[src/rtl/elastic_pipe_pkg.sv]
// Shared constants and helpers for the elastic pipeline.
package elastic_pipe_pkg;

  // Smallest legal number of register stages.
  localparam int MIN_DEPTH = 1;

  // Width of the occupancy counter. It must hold DEPTH+1 when the skid
  // entry is built in.
  function automatic int cnt_w(input int depth);
    return $clog2(depth + 2);
  endfunction

endpackage

[src/rtl/pipe_stage.sv]
// One elastic stage: an enabled data flop with its own valid bit.
module pipe_stage #(
  parameter int               WIDTH     = 32,
  parameter logic [WIDTH-1:0] RESET_VAL = '0
) (
  input  logic             clk,
  input  logic             reset,
  input  logic             flush,
  input  logic             load,
  input  logic             vin,
  input  logic [WIDTH-1:0] din,
  output logic             v,
  output logic [WIDTH-1:0] q
);

  // Valid follows the upstream valid on load. Data only moves when a real
  // beat arrives, so a bubble passing through leaves the old payload.
  always_ff @(posedge clk) begin
    if (reset) begin
      v <= 1'b0;
      q <= RESET_VAL;
    end else begin
      if (flush)     v <= 1'b0;
      else if (load) v <= vin;
      if (load && vin && !flush) q <= din;
    end
  end

endmodule

[src/rtl/elastic_pipe.sv]
// Elastic register chain with valid/ready handshake, bubble collapsing,
// flush and occupancy count.
// Optional macro ELASTIC_PIPE_SKID_EN adds a skid entry ahead of stage 0 so
// that in_ready becomes a registered signal.
module elastic_pipe
  import elastic_pipe_pkg::*;
#(
  parameter int               WIDTH     = 32,
  parameter int               DEPTH     = 2,
  parameter logic [WIDTH-1:0] RESET_VAL = '0
) (
  input  logic                      clk,
  input  logic                      reset,
  input  logic                      flush,
  input  logic                      in_valid,
  output logic                      in_ready,
  input  logic [WIDTH-1:0]          in_data,
  output logic                      out_valid,
  input  logic                      out_ready,
  output logic [WIDTH-1:0]          out_data,
  output logic [cnt_w(DEPTH)-1:0]   count
);

  localparam int CW = cnt_w(DEPTH);

  if (DEPTH < MIN_DEPTH) begin : g_bad_depth
    $error("elastic_pipe: DEPTH must be at least 1");
  end

  logic [DEPTH-1:0]            v, vin;
  logic [DEPTH-1:0][WIDTH-1:0] q, din;
  logic [DEPTH:0]              rdy;
  logic                        s0_v;
  logic [WIDTH-1:0]            s0_d;
  logic                        in_xfer, out_xfer;

  // Ready ripples back from the output: a stage can load if it is empty or
  // its successor is loading this cycle.
  always_comb begin
    rdy        = '0;
    rdy[DEPTH] = out_ready;
    for (int i = DEPTH - 1; i >= 0; i--)
      rdy[i] = !v[i] | rdy[i+1];
  end

  // Each stage is fed by its predecessor; stage 0 by the entry source.
  always_comb begin
    vin    = '0;
    din    = '0;
    vin[0] = s0_v;
    din[0] = s0_d;
    for (int i = 1; i < DEPTH; i++) begin
      vin[i] = v[i-1];
      din[i] = q[i-1];
    end
  end

  for (genvar i = 0; i < DEPTH; i++) begin : g_stage
    pipe_stage #(.WIDTH(WIDTH), .RESET_VAL(RESET_VAL)) u_stage (
      .clk  (clk),
      .reset(reset),
      .flush(flush),
      .load (rdy[i]),
      .vin  (vin[i]),
      .din  (din[i]),
      .v    (v[i]),
      .q    (q[i])
    );
  end

`ifdef ELASTIC_PIPE_SKID_EN
  logic             skid_v;
  logic [WIDTH-1:0] skid_d;

  // Skid catches a beat accepted while stage 0 is blocked and hands it to
  // stage 0 ahead of any new input once the chain moves again.
  always_ff @(posedge clk) begin
    if (reset) begin
      skid_v <= 1'b0;
      skid_d <= RESET_VAL;
    end else if (flush) begin
      skid_v <= 1'b0;
    end else if (skid_v) begin
      if (rdy[0]) skid_v <= 1'b0;
    end else if (in_valid && !rdy[0]) begin
      skid_v <= 1'b1;
      skid_d <= in_data;
    end
  end

  assign in_ready = !skid_v;
  assign s0_v     = skid_v | in_valid;
  assign s0_d     = skid_v ? skid_d : in_data;
`else
  assign in_ready = rdy[0] & !flush;
  assign s0_v     = in_valid;
  assign s0_d     = in_data;
`endif

  assign in_xfer   = in_valid & in_ready;
  assign out_xfer  = v[DEPTH-1] & out_ready;
  assign out_valid = v[DEPTH-1];
  assign out_data  = q[DEPTH-1];

  // Occupancy tracks handshakes rather than re-counting valid bits.
  always_ff @(posedge clk) begin
    if (reset || flush) count <= '0;
    else                count <= count + CW'(in_xfer) - CW'(out_xfer);
  end

endmodule

[config.mk]
export PLATFORM = sky130hd
export DESIGN_NAME = elastic_pipe
export DESIGN_NICKNAME = d
export VERILOG_FILES = /design/src/rtl/elastic_pipe_pkg.sv /design/src/rtl/pipe_stage.sv /design/src/rtl/elastic_pipe.sv
export SDC_FILE = /design/constraint.sdc
export NUM_CORES = 1
export LEC_CHECK = 0
export ABC_AREA = 1
export BUFFER_PORTS_ARGS = -buffer_cell sky130_fd_sc_hd__buf_4
export CORE_MARGIN = 1
export CORE_UTILIZATION = 53
export CTS_BUF_LIST = sky130_fd_sc_hd__clkbuf_8 sky130_fd_sc_hd__clkbuf_16
export CTS_CLUSTER_DIAMETER = 60
export DETAILED_ROUTE_END_ITERATION = 16
export GPL_TIMING_DRIVEN = 0
export PLACE_DENSITY = 0.86
export SLEW_MARGIN = 25
export SYNTH_ARGS = -nofsm -noshare
export SYNTH_HDL_FRONTEND = slang
export SYNTH_SLANG_ARGS = --single-unit
[constraint.sdc]
create_clock -name clk -period 1.8 [get_ports clk]
set_clock_uncertainty 0.1 [all_clocks]
set_input_delay 0.36 -clock clk [delete_from_list [all_inputs] [get_ports clk]]
set_output_delay 0.36 -clock clk [all_outputs]
set_load 0.005 [all_outputs]
==> results of run 1 <==
==> cell families (layout without fill, tap and decap cells) <==
| logic type | count (synthesis) | in the layout |
|---|---|---|
| fa+ha+maj | 2 | 2 |
| buf+inv | 135 | 221 |
| simple gates | 203 | 203 |
| flops | 68 | 68 |
| xor+xnor | 2 | 2 |
| compound gates | 35 | 35 |
==> path summary, 6_finish.rpt <==
path                                   startpoint                               endpoint
max             g_stage[1].u_stage.v$_SDFFE_PP0P_                               in_ready
min                                   in_data[14]  g_stage[0].u_stage.q[14]$_SDFFE_PP0P_
max reg2reg     g_stage[1].u_stage.v$_SDFFE_PP0P_                    count[1]$_SDFF_PP0_
min reg2reg  g_stage[1].u_stage.q[8]$_SDFFE_PP0P_   g_stage[1].u_stage.q[8]$_SDFFE_PP0P_
==> cells in the mapped netlist <==
master | instances | area [sq um]
sky130_fd_sc_hd__xnor2_1 | 1 | 8.76
sky130_fd_sc_hd__nand4_1 | 32 | 200
sky130_fd_sc_hd__dfxtp_1 | 68 | 1360
sky130_fd_sc_hd__nand2_2 | 1 | 6.26
sky130_fd_sc_hd__buf_4 | 5 | 37.5
sky130_fd_sc_hd__buf_6 | 1 | 11.3
sky130_fd_sc_hd__clkbuf_1 | 4 | 15.0
sky130_fd_sc_hd__nand3_1 | 32 | 160
sky130_fd_sc_hd__inv_1 | 103 | 387
sky130_fd_sc_hd__a21oi_1 | 35 | 175
sky130_fd_sc_hd__nand3_4 | 1 | 17.5
sky130_fd_sc_hd__nand3_2 | 1 | 10.0
sky130_fd_sc_hd__nor2_4 | 1 | 11.3
sky130_fd_sc_hd__inv_2 | 3 | 11.3
sky130_fd_sc_hd__buf_2 | 19 | 95.1
sky130_fd_sc_hd__ha_1 | 2 | 25.0
sky130_fd_sc_hd__nor2_1 | 33 | 124
sky130_fd_sc_hd__nand2_1 | 102 | 383
sky130_fd_sc_hd__xor2_1 | 1 | 8.76
==> state kept, by name (all words and copies together), names as in the netlist <==
| name | cells |
|---|---|
| g_stage.u_stage.q | 64 |
| count | 2 |
| g_stage.u_stage.v | 2 |
==> final cells by class <==
| cell class | count | area (sq um) | area share (%) |
|---|---|---|---|
| Buffer | 29 | 165 | 4.20 |
| Clock buffer | 11 | 151 | 3.85 |
| Clock inverter | 5 | 98.8 | 2.51 |
| Inverter | 106 | 398 | 10.1 |
| Multi-Input combinational cell | 242 | 1140 | 28.9 |
| Sequential cell | 68 | 1370 | 34.7 |
| Tap cell | 72 | 90.1 | 2.29 |
| Timing Repair Buffer | 70 | 526 | 13.4 |
==> power groups by stage <==
stage | sequential, uW | clock [uW] | combinational, uW
floorplan | 1620 | 0 | 217
global placement | 1620 | 0 | 330
detailed placement | 1630 | 0 | 341
CTS | 1590 | 1560 | 348
global route | 1600 | 1640 | 394
finish | 1590 | 1550 | 350
==> routing by layer <==
metal  part of all wire, %  global-route usage (%)  vias up
met2                    50                    41.3      103
met3                   6.2                    6.59       14
met4                   2.0                    11.5        0
met1                    42                    31.2     1293
met5                     0                       0        -
li1                      -                       -     1512
==> metrics by stage <==
stage	std cells	hold slack, ns	setup WS, ns	util, %
floorplan	445	0.356	0.199	-
global placement	587	0.349	0.00507	66.1
detailed placement	587	0.352	-0.0382	66.1
CTS	603	0.233	0.0153	70.8
global route	603	0.246	0.0124	71.0
finish	603	0.230	0.0815	71.0
==> repair_timing <==
| item | 4_1_cts | 5_1_grt |
|---|---|---|
| buffers inserted | 0 | 0 |
| gates resized for setup | 3 | 3 |
| endpoints found under the setup margin | 1 | 1 |
==> worst register-to-register path, delay by kind of cell (launching register included) <==
| family | cells | cell delay, ns |
|---|---|---|
| fa+ha+maj | 2 | 0.45 |
| flops | 1 | 0.37 |
| simple gates | 3 | 0.31 |
| buf+inv | 3 | 0.25 |
| compound gates | 1 | 0.11 |
==> impl_metrics.toml, run 1 <==
[status]
run_status = "completed"

[place]
dpl_cell_area_sq_um = 3660
hpwl_um = 5070
portBuffers = 70
gp_routability_congestion = 0.803

[clocking]
clockRootBuffer = "sky130_fd_sc_hd__clkbuf_8"
buffer_depth_of_the_longest_clock_path = 2
cts_tree = "done"
cts_sinks = 68
cts-buffers-inserted = 9
path_clk_slew_ns = 0.07
cts.hold.buffers_added = 0
insertion_delay_ns = 0.35
cts_h_tree_lvls = 3

[global_route]
grt-ovfl-total = 0
grt_start_max_net_pins = 12
global_route_usage_over_all_layers_pct = 25.3
grt_antenna_before_repair = 0
first_global_vias = 2617
first_pass_grt_wire_length_um = 11700

[sta]
post-route-min-period_ns = 1.72
report.final.setup_viol = 0
report.final.slew_viol_count = 0
final.setup.tns_ns = 0
worst_slew_pin_slew_ns = 0.490
clock.fmax_mhz = 582
max_slew_margin_pct = 67.3
final.period_utilization_pct = 95.5
unrepaired_setup_endpoints_after_global_routing = "no"
timing.final.hold_violations = 0

[setup_path]
cp_top_family = "flip-flops"
cp_max_fo = 10
timing.critical_path.from_type = "flop"
path_depth = 5
worst-r2r-cell-count = 9
cp_num_buf_inv = 3
worstSetupPathType = "flop to primary output"
worst_path_largest_cell_delay_ns = 0.38
regToRegSetupSlack_ns = 0.14
crit_chain = "nand3_4 > buf_6 > nand2_1 > inv_1 > buf_4"
critPathRequiredTime_ns = 1.34
cpMaxStageDelayCell = "sky130_fd_sc_hd__dfxtp_4"
end_kind = "primary output"
crit_arrival_ns = 1.26

[power_and_ir_drop]
vdd.ir_drop.worst_mv = 0.542
pwrdens_nw_per_um2 = 889
design_power_total_uw = 3500
power_frac_comb_pct = 10.0
portion_of_total_power_attributed_to_sequential_cells_pct = 45.6
leakage_uw = 0.00204
clockPowerShare_pct = 44.4
internal_power_uw = 2700
net-switching-power_uw = 792
power.switching_fraction_pct = 22.7

[logic_synthesis]
simple_gate_share_of_the_synthesized_area_pct = 29.9
netlist-cell-type-count = 19
yosysSeqAreaShare_pct = 44.7
synthXorXnorAreaFrac_pct = 0.575
post_synth_mux_area_share_pct = 0
synthAdderAreaFrac_pct = 0.821
largest_family_of_logic_cells_by_synthesized_area = "simple AND/OR/NAND/NOR gates"
postSynthCellCount = 445
synthesis.area_sq_um = 3050
yosys_warnings = 0
synth_compound_gate_area_share_pct = 5.75
synth_fp_nets = 484
synth-seq-cells = 68
syn_area_per_cell_sq_um = 6.85

[drt]
via_count = 2922
drt-initial-drc-count = 181
post-route-drc-count = 0
detail_route.wirelength_um = 7360
via_per_inst = 4.85
ant_nets = 0
routed_wire_length_per_instance_um = 12.2
drt-pass1-iter-count = 4

[floorplanning]
die_area_sq_um = 6060
initial_core_util_pct = 55.0
dieWidth_um = 77.8
design.portCount = 73
fp.dieH_um = 77.8
site_rows = 27
design.core.area_sq_um = 5540

[cells_and_area]
flow.area_growth_from_synthesis_pct = 29.0
drive_gt1_share_pct = 22.4
leading_cell_type_in_the_layout_fill_and_taps_excluded = "sky130_fd_sc_hd__inv_1"
final_cell_mix = "104 x sky130_fd_sc_hd__inv_1, 102 x sky130_fd_sc_hd__nand2_1, 75 x sky130_fd_sc_hd__buf_4"
finish.net_count = 565
n_antenna_cell = 0
fillers = 475
postLayoutCellArea_sq_um = 3930

[min_path]
hold_path.class = "input port to flop"
whs_path_depth = 5

[run]
cap_viol_max_count = 0
No activity file was read; power rests on OpenSTA's default activity.
==> inputs of run 2 (changes only) <==
- SETUP_SLACK_MARGIN: default -> 0.5
==> impl_metrics.toml, run 2 (synthesized netlist as in run 1, its figures left out) <==
[drt]
post-route-drc-count = 0
via_count = 3403
drt-initial-drc-count = 365
ant_nets = 0
routed_wire_length_per_instance_um = 16.3
detail_route.wirelength_um = 10100
via_per_inst = 5.48
drt-pass1-iter-count = 5

[sta]
report.final.slew_viol_count = 0
timing.final.hold_violations = 0
final.setup.tns_ns = 0
final.period_utilization_pct = 91.1
report.final.setup_viol = 0
finalHoldWorstSlack_ns = 0.228
worst_slew_pin_slew_ns = 0.656
clock.fmax_mhz = 610
unrepaired_setup_endpoints_after_global_routing = "yes"
post-route-min-period_ns = 1.64
max_slew_margin_pct = 56.3

[status]
run_status = "completed"

[clocking]
buffer_depth_of_the_longest_clock_path = 2
cts_h_tree_lvls = 3
cts_tree = "done"
path_clk_slew_ns = 0.07
cts.hold.buffers_added = 0
cts-buffers-inserted = 9
insertion_delay_ns = 0.35
clockRootBuffer = "sky130_fd_sc_hd__clkbuf_8"
cts_sinks = 68

[place]
hpwl_um = 4850
dpl_cell_area_sq_um = 3720
portBuffers = 70
gp_routability_congestion = 0.782

[floorplanning]
dieWidth_um = 77.8
design.core.area_sq_um = 5540
site_rows = 27
initial_core_util_pct = 55.0
design.portCount = 73
fp.dieH_um = 77.8
die_area_sq_um = 6060

[setup_path]
worstSetupPathType = "flop to flop"
crit_arrival_ns = 1.83
critPathRequiredTime_ns = 1.99
end_kind = "flop"
timing.critical_path.from_type = "flop"
cp_max_fo = 3

[cells_and_area]
registers.top_by_ff_count = "g_stage.u_stage.q"
postLayoutCellArea_sq_um = 4450
drive_gt1_share_pct = 35.3
fillers = 325
top_regs = "g_stage.u_stage.q x64, count x2, g_stage.u_stage.v x2"
leading_cell_type_in_the_layout_fill_and_taps_excluded = "sky130_fd_sc_hd__inv_1"
final_util_pct = 80.3
finish.net_count = 585
largest_reg_flops = 64
flow.area_growth_from_synthesis_pct = 46.0
n_antenna_cell = 0
final_cell_mix = "99 x sky130_fd_sc_hd__inv_1, 79 x sky130_fd_sc_hd__buf_4, 72 x sky130_fd_sc_hd__nand2_1"

[power_and_ir_drop]
leakage_uw = 0.00222
vdd.ir_drop.worst_mv = 0.477
pwrdens_nw_per_um2 = 730

[global_route]
grt-ovfl-total = 0
global_route_usage_over_all_layers_pct = 25.7
first_global_vias = 2686
grt_antenna_before_repair = 0
grt_start_max_net_pins = 11
first_pass_grt_wire_length_um = 12000

[run]
cap_viol_max_count = 0

[min_path]
hold_path.class = "input port to flop"
[run 2: final timing paths]
path                                                            start  slack, ns                                    end  depth (start not counted)
worst max-delay path                g_stage[1].u_stage.v$_SDFFE_PP0P_       0.16                    count[1]$_SDFF_PP0_                         10
worst min-delay path                                       in_data[9]       0.23   g_stage[0].u_stage.q[9]$_SDFFE_PP0P_                          5
worst max register to register      g_stage[1].u_stage.v$_SDFFE_PP0P_       0.16                    count[1]$_SDFF_PP0_                         10
worst min register to register  g_stage[1].u_stage.q[26]$_SDFFE_PP0P_       0.37  g_stage[1].u_stage.q[26]$_SDFFE_PP0P_                          2
[run 2: layer usage]
| metal | GRT usage [%] | wire length (um) | vias to the layer above |
|---|---|---|---|
| li1 | - | - | 1552 |
| met2 | 43.8 | 4910 | 246 |
| met4 | 10.0 | 495 | 0 |
| met5 | 0 | 0 | - |
| met3 | 7.18 | 1070 | 48 |
| met1 | 30.4 | 3640 | 1557 |
[run 2: cell type report]
class / count / area (sq um) / area share (%)
plain buffers: 29 / 245 / 5.51
clock buffers: 9 / 124 / 2.78
clock inverters: 5 / 47.5 / 1.07
inverters: 106 / 413 / 9.28
multi-input cells: 242 / 1330 / 29.9
flip-flops and latches: 68 / 1380 / 30.9
well taps: 72 / 90.1 / 2.02
repair buffers: 90 / 823 / 18.5
[run 2: critical path: stages, from the launching register on]
cell and delay [ns]:
sky130_fd_sc_hd__dfxtp_4 0.36, sky130_fd_sc_hd__nand3_4 0.10, sky130_fd_sc_hd__buf_12 0.11, sky130_fd_sc_hd__nand3_4 0.06
sky130_fd_sc_hd__buf_8 0.13, sky130_fd_sc_hd__ha_4 0.28, sky130_fd_sc_hd__inv_2 0.05, sky130_fd_sc_hd__ha_4 0.15
sky130_fd_sc_hd__inv_2 0.04, sky130_fd_sc_hd__nand2_2 0.05, sky130_fd_sc_hd__a21oi_2 0.12
[run 2: repair_timing]
| item | CTS | global route |
|---|---|---|
| setup endpoints to repair | 11 | 70 |
| endpoints found under the hold margin | 0 | 0 |
| cloned | 0 | 6 |
| setup buffers | 9 | 5 |
| pin swaps | 9 | 31 |
| resized for setup | 28 | 68 |
[run 2: per-stage QoR]
step | power (uW) | cells | setup WS [ns]
after global routing | 3330 | 621 | 0.136
after detailed placement | 1980 | 587 | 0.0313
after CTS | 3130 | 610 | 0.222
after global placement | 1970 | 587 | 0.0896
after floorplan | 1850 | 445 | 0.314
final | 3250 | 621 | 0.160
[run 2: where the power goes]
group	total [uW]	leakage [uW]	internal, uW	switching, uW
clock network	1180	0.0000973	610	574
logic	463	0.00156	210	253
registers	1600	0.000560	1560	36.7
total	3250	0.00222	2380	864
==> inputs of run 3 (changes only) <==
- ABC_AREA: 1 -> 0
- CORE_UTILIZATION: 53 -> 52
- SLEW_MARGIN: 25 -> 20
==> impl_metrics.toml, run 3 <==
[status]
run_status = "finished with violations"
failed_checks = "setup timing"

[floorplanning]
initial_core_util_pct = 54.9
die_area_sq_um = 5790
site_rows = 26
dieWidth_um = 76.1
design.core.area_sq_um = 5200
design.portCount = 73
fp.dieH_um = 76.1

[clocking]
insertion_delay_ns = 0.34
cts_tree = "done"
buffer_depth_of_the_longest_clock_path = 2
path_clk_slew_ns = 0.08
cts.hold.buffers_added = 0
cts_sinks = 68
cts_h_tree_lvls = 3
clockRootBuffer = "sky130_fd_sc_hd__clkbuf_8"
cts-buffers-inserted = 9

[logic_synthesis]
synthesis.area_sq_um = 2860
postSynthCellCount = 308
yosys_warnings = 0
netlist-cell-type-count = 23
async_flop_share_pct = 0
synth_area_leaders = "sky130_fd_sc_hd__dfxtp_1 48%, sky130_fd_sc_hd__nand2b_1 14%, sky130_fd_sc_hd__mux2i_1 11%"
simple_gate_share_of_the_synthesized_area_pct = 21.9
synth-seq-cells = 68
yosys_most_used_dff = "sky130_fd_sc_hd__dfxtp_1"
syn_area_per_cell_sq_um = 9.27
largest_family_of_logic_cells_by_synthesized_area = "simple AND/OR/NAND/NOR gates"
share_of_yosys_cell_area_claimed_by_the_top_area_cell_type_pct = 47.7
synthXorXnorAreaFrac_pct = 0.613
synth_enable_flop_cells = 0
yosysSeqAreaShare_pct = 47.7
synthDominantAreaCellType = "sky130_fd_sc_hd__dfxtp_1"
post_synth_mux_area_share_pct = 11.2
synth_fp_nets = 347
synthAdderAreaFrac_pct = 0.876
synth.top_cells.by_count = "68 x sky130_fd_sc_hd__dfxtp_1, 66 x sky130_fd_sc_hd__nand2b_1, 34 x sky130_fd_sc_hd__a21oi_1"
yosysMostFrequentCell = "sky130_fd_sc_hd__dfxtp_1"
synth_compound_gate_area_share_pct = 12.1

[run]
cap_viol_max_count = 0

[cells_and_area]
registers.top_by_ff_count = "g_stage.u_stage.q"
drive_gt1_share_pct = 36.9
final_util_pct = 77.3
leading_cell_type_in_the_layout_fill_and_taps_excluded = "sky130_fd_sc_hd__buf_4"
largest_reg_flops = 64
finish.net_count = 442
ff_latch_area_sq_um = 1380
finalNonFillerCells = 477
top_regs = "g_stage.u_stage.q x64, count x2, g_stage.u_stage.v x2"
fillers = 352
n_antenna_cell = 0
flow.area_growth_from_synthesis_pct = 40.9
final_cell_mix = "80 x sky130_fd_sc_hd__buf_4, 65 x sky130_fd_sc_hd__nand2b_1, 57 x sky130_fd_sc_hd__dfxtp_1"
total_area_of_multi_input_combinational_cells_sq_um = 1460

[sta]
finalHoldWorstSlack_ns = 0.178
timing.final.hold_violations = 0
final.period_utilization_pct = 103
unrepaired_setup_endpoints_after_global_routing = "yes"
report.final.setup_viol = 2
clock.fmax_mhz = 538
max_slew_margin_pct = 66.2
post-route-min-period_ns = 1.86
worst_slew_pin_slew_ns = 0.507
report.final.slew_viol_count = 0
setup_ws_ns = -0.0591

[power_and_ir_drop]
clockPowerShare_pct = 36.7
internal_power_uw = 2280
pwrdens_nw_per_um2 = 744
vdd.ir_drop.worst_mv = 0.458
portion_of_total_power_attributed_to_sequential_cells_pct = 52.6
net-switching-power_uw = 711
power.switching_fraction_pct = 23.7
power_frac_comb_pct = 10.7
leakage_uw = 0.00160
design_power_total_uw = 3000

[min_path]
whs_path_depth = 3
hold_path.class = "input port to flop"
min_delay_worst_endpoint = "g_stage[0].u_stage.q[28]$_SDFFE_PP0P_"
hold_path_startpoint = "in_data[28]"

[setup_path]
timing.critical_path.from_type = "flop"
critPathRequiredTime_ns = 1.93
end_kind = "flop"
worstSetupPathType = "flop to flop"
r2r_end = "count[1]$_SDFF_PP0_"
crit_arrival_ns = 1.99
critical_path.reg2reg.startpoint = "g_stage[1].u_stage.v$_SDFFE_PP0P_"
cp_max_fo = 4
regToRegSetupSlack_ns = -0.06
worst-r2r-cell-count = 11

[drt]
routed_wire_length_per_instance_um = 15.1
via_count = 2533
drt-pass1-iter-count = 4
ant_nets = 0
post-route-drc-count = 0
drt-initial-drc-count = 135
via_per_inst = 5.31
detail_route.wirelength_um = 7210

[place]
portBuffers = 71
hpwl_um = 4470
place_ws_ns = -0.466
placed_cells_incl_taps = 449
gp_routability_congestion = 0.766

[global_route]
global_route_usage_over_all_layers_pct = 24.4
grt_antenna_before_repair = 0
first_global_vias = 2457
grt_start_max_net_pins = 11
grt-ovfl-total = 0
first_pass_grt_wire_length_um = 11100
-- run 3: per-stage QoR --
| stage | cell area, sq um | TNS (ns) |
|---|---|---|
| 2_1_floorplan | 2890 | -0.280 |
| 3_3_place_gp | 3510 | -0.674 |
| 3_5_place_dp | 3510 | -0.788 |
| 4_1_cts | 3790 | -0.0458 |
| 5_1_grt | 4030 | -0.161 |
| 6_report | 4030 | -0.0623 |
-- run 3: worst max-delay path, cell delays in order (launching register included) --
cell                      delay, ns
sky130_fd_sc_hd__dfxtp_2       0.33
sky130_fd_sc_hd__nor2b_4       0.12
sky130_fd_sc_hd__buf_6         0.12
sky130_fd_sc_hd__a21oi_4       0.15
sky130_fd_sc_hd__buf_8         0.12
sky130_fd_sc_hd__inv_4         0.03
sky130_fd_sc_hd__ha_4          0.24
sky130_fd_sc_hd__inv_2         0.04
sky130_fd_sc_hd__ha_4          0.14
sky130_fd_sc_hd__xor2_1        0.14
sky130_fd_sc_hd__xnor2_1       0.15
sky130_fd_sc_hd__nor3_1        0.06
-- run 3: what timing repair did --
action,CTS,global route
endpoints found under the setup margin,63,71
resized for setup,36,48
buffers inserted,4,6
pin swaps,4,1
gates cloned,1,2
-- run 3: cell families (layout without fill, tap and decap cells) --
| kind of cell | after synthesis | in the layout |
|---|---|---|
| fa+ha+maj | 2 | 2 |
| simple gates | 107 | 107 |
| xor+xnor | 2 | 2 |
| flops | 68 | 68 |
| buf+inv | 30 | 129 |
| compound gates | 67 | 67 |
| mux | 32 | 32 |
-- run 3: how the worst max path moves through the flow --
stage	end	startpoint	cells past startpoint	slack (ns)
2_1_floorplan	count[1]$_SDFF_PP0_	g_stage[1].u_stage.v$_SDFFE_PP0P_	11	-0.23
3_3_place_gp	count[1]$_SDFF_PP0_	flush	11	-0.43
3_5_place_dp	count[1]$_SDFF_PP0_	flush	11	-0.47
4_1_cts	count[1]$_SDFF_PP0_	g_stage[1].u_stage.v$_SDFFE_PP0P_	11	-0.04
5_1_grt	count[1]$_SDFF_PP0_	g_stage[1].u_stage.v$_SDFFE_PP0P_	11	-0.11
6_report	count[1]$_SDFF_PP0_	g_stage[1].u_stage.v$_SDFFE_PP0P_	11	-0.06
-- run 3: metal layers --
layer  vias to the layer above  GRT usage, %  wire [um]
met5                         -             0          0
met4                         0          11.5        116
met3                        15          5.39        393
met2                        84          41.5       3640
met1                      1201          29.2       3070
li1                       1233             -          -
-- run 3: power groups by stage --
| stage | clock (uW) | sequential [uW] | combinational [uW] |
|---|---|---|---|
| after CTS | 1100 | 1570 | 278 |
| after detailed placement | 0 | 1610 | 264 |
| after global placement | 0 | 1610 | 256 |
| after global routing | 1170 | 1580 | 346 |
| final | 1100 | 1580 | 320 |
| after floorplan | 0 | 1600 | 156 |
-- run 3: layout make-up --
cell class              count  area share (%)
inverters                   2           0.249
clock inverters             4           0.435
plain buffers              28            5.60
well taps                  70            2.18
multi-input cells         210            36.2
flip-flops and latches     68            34.2
repair buffers             84            17.4
clock buffers              11            3.76
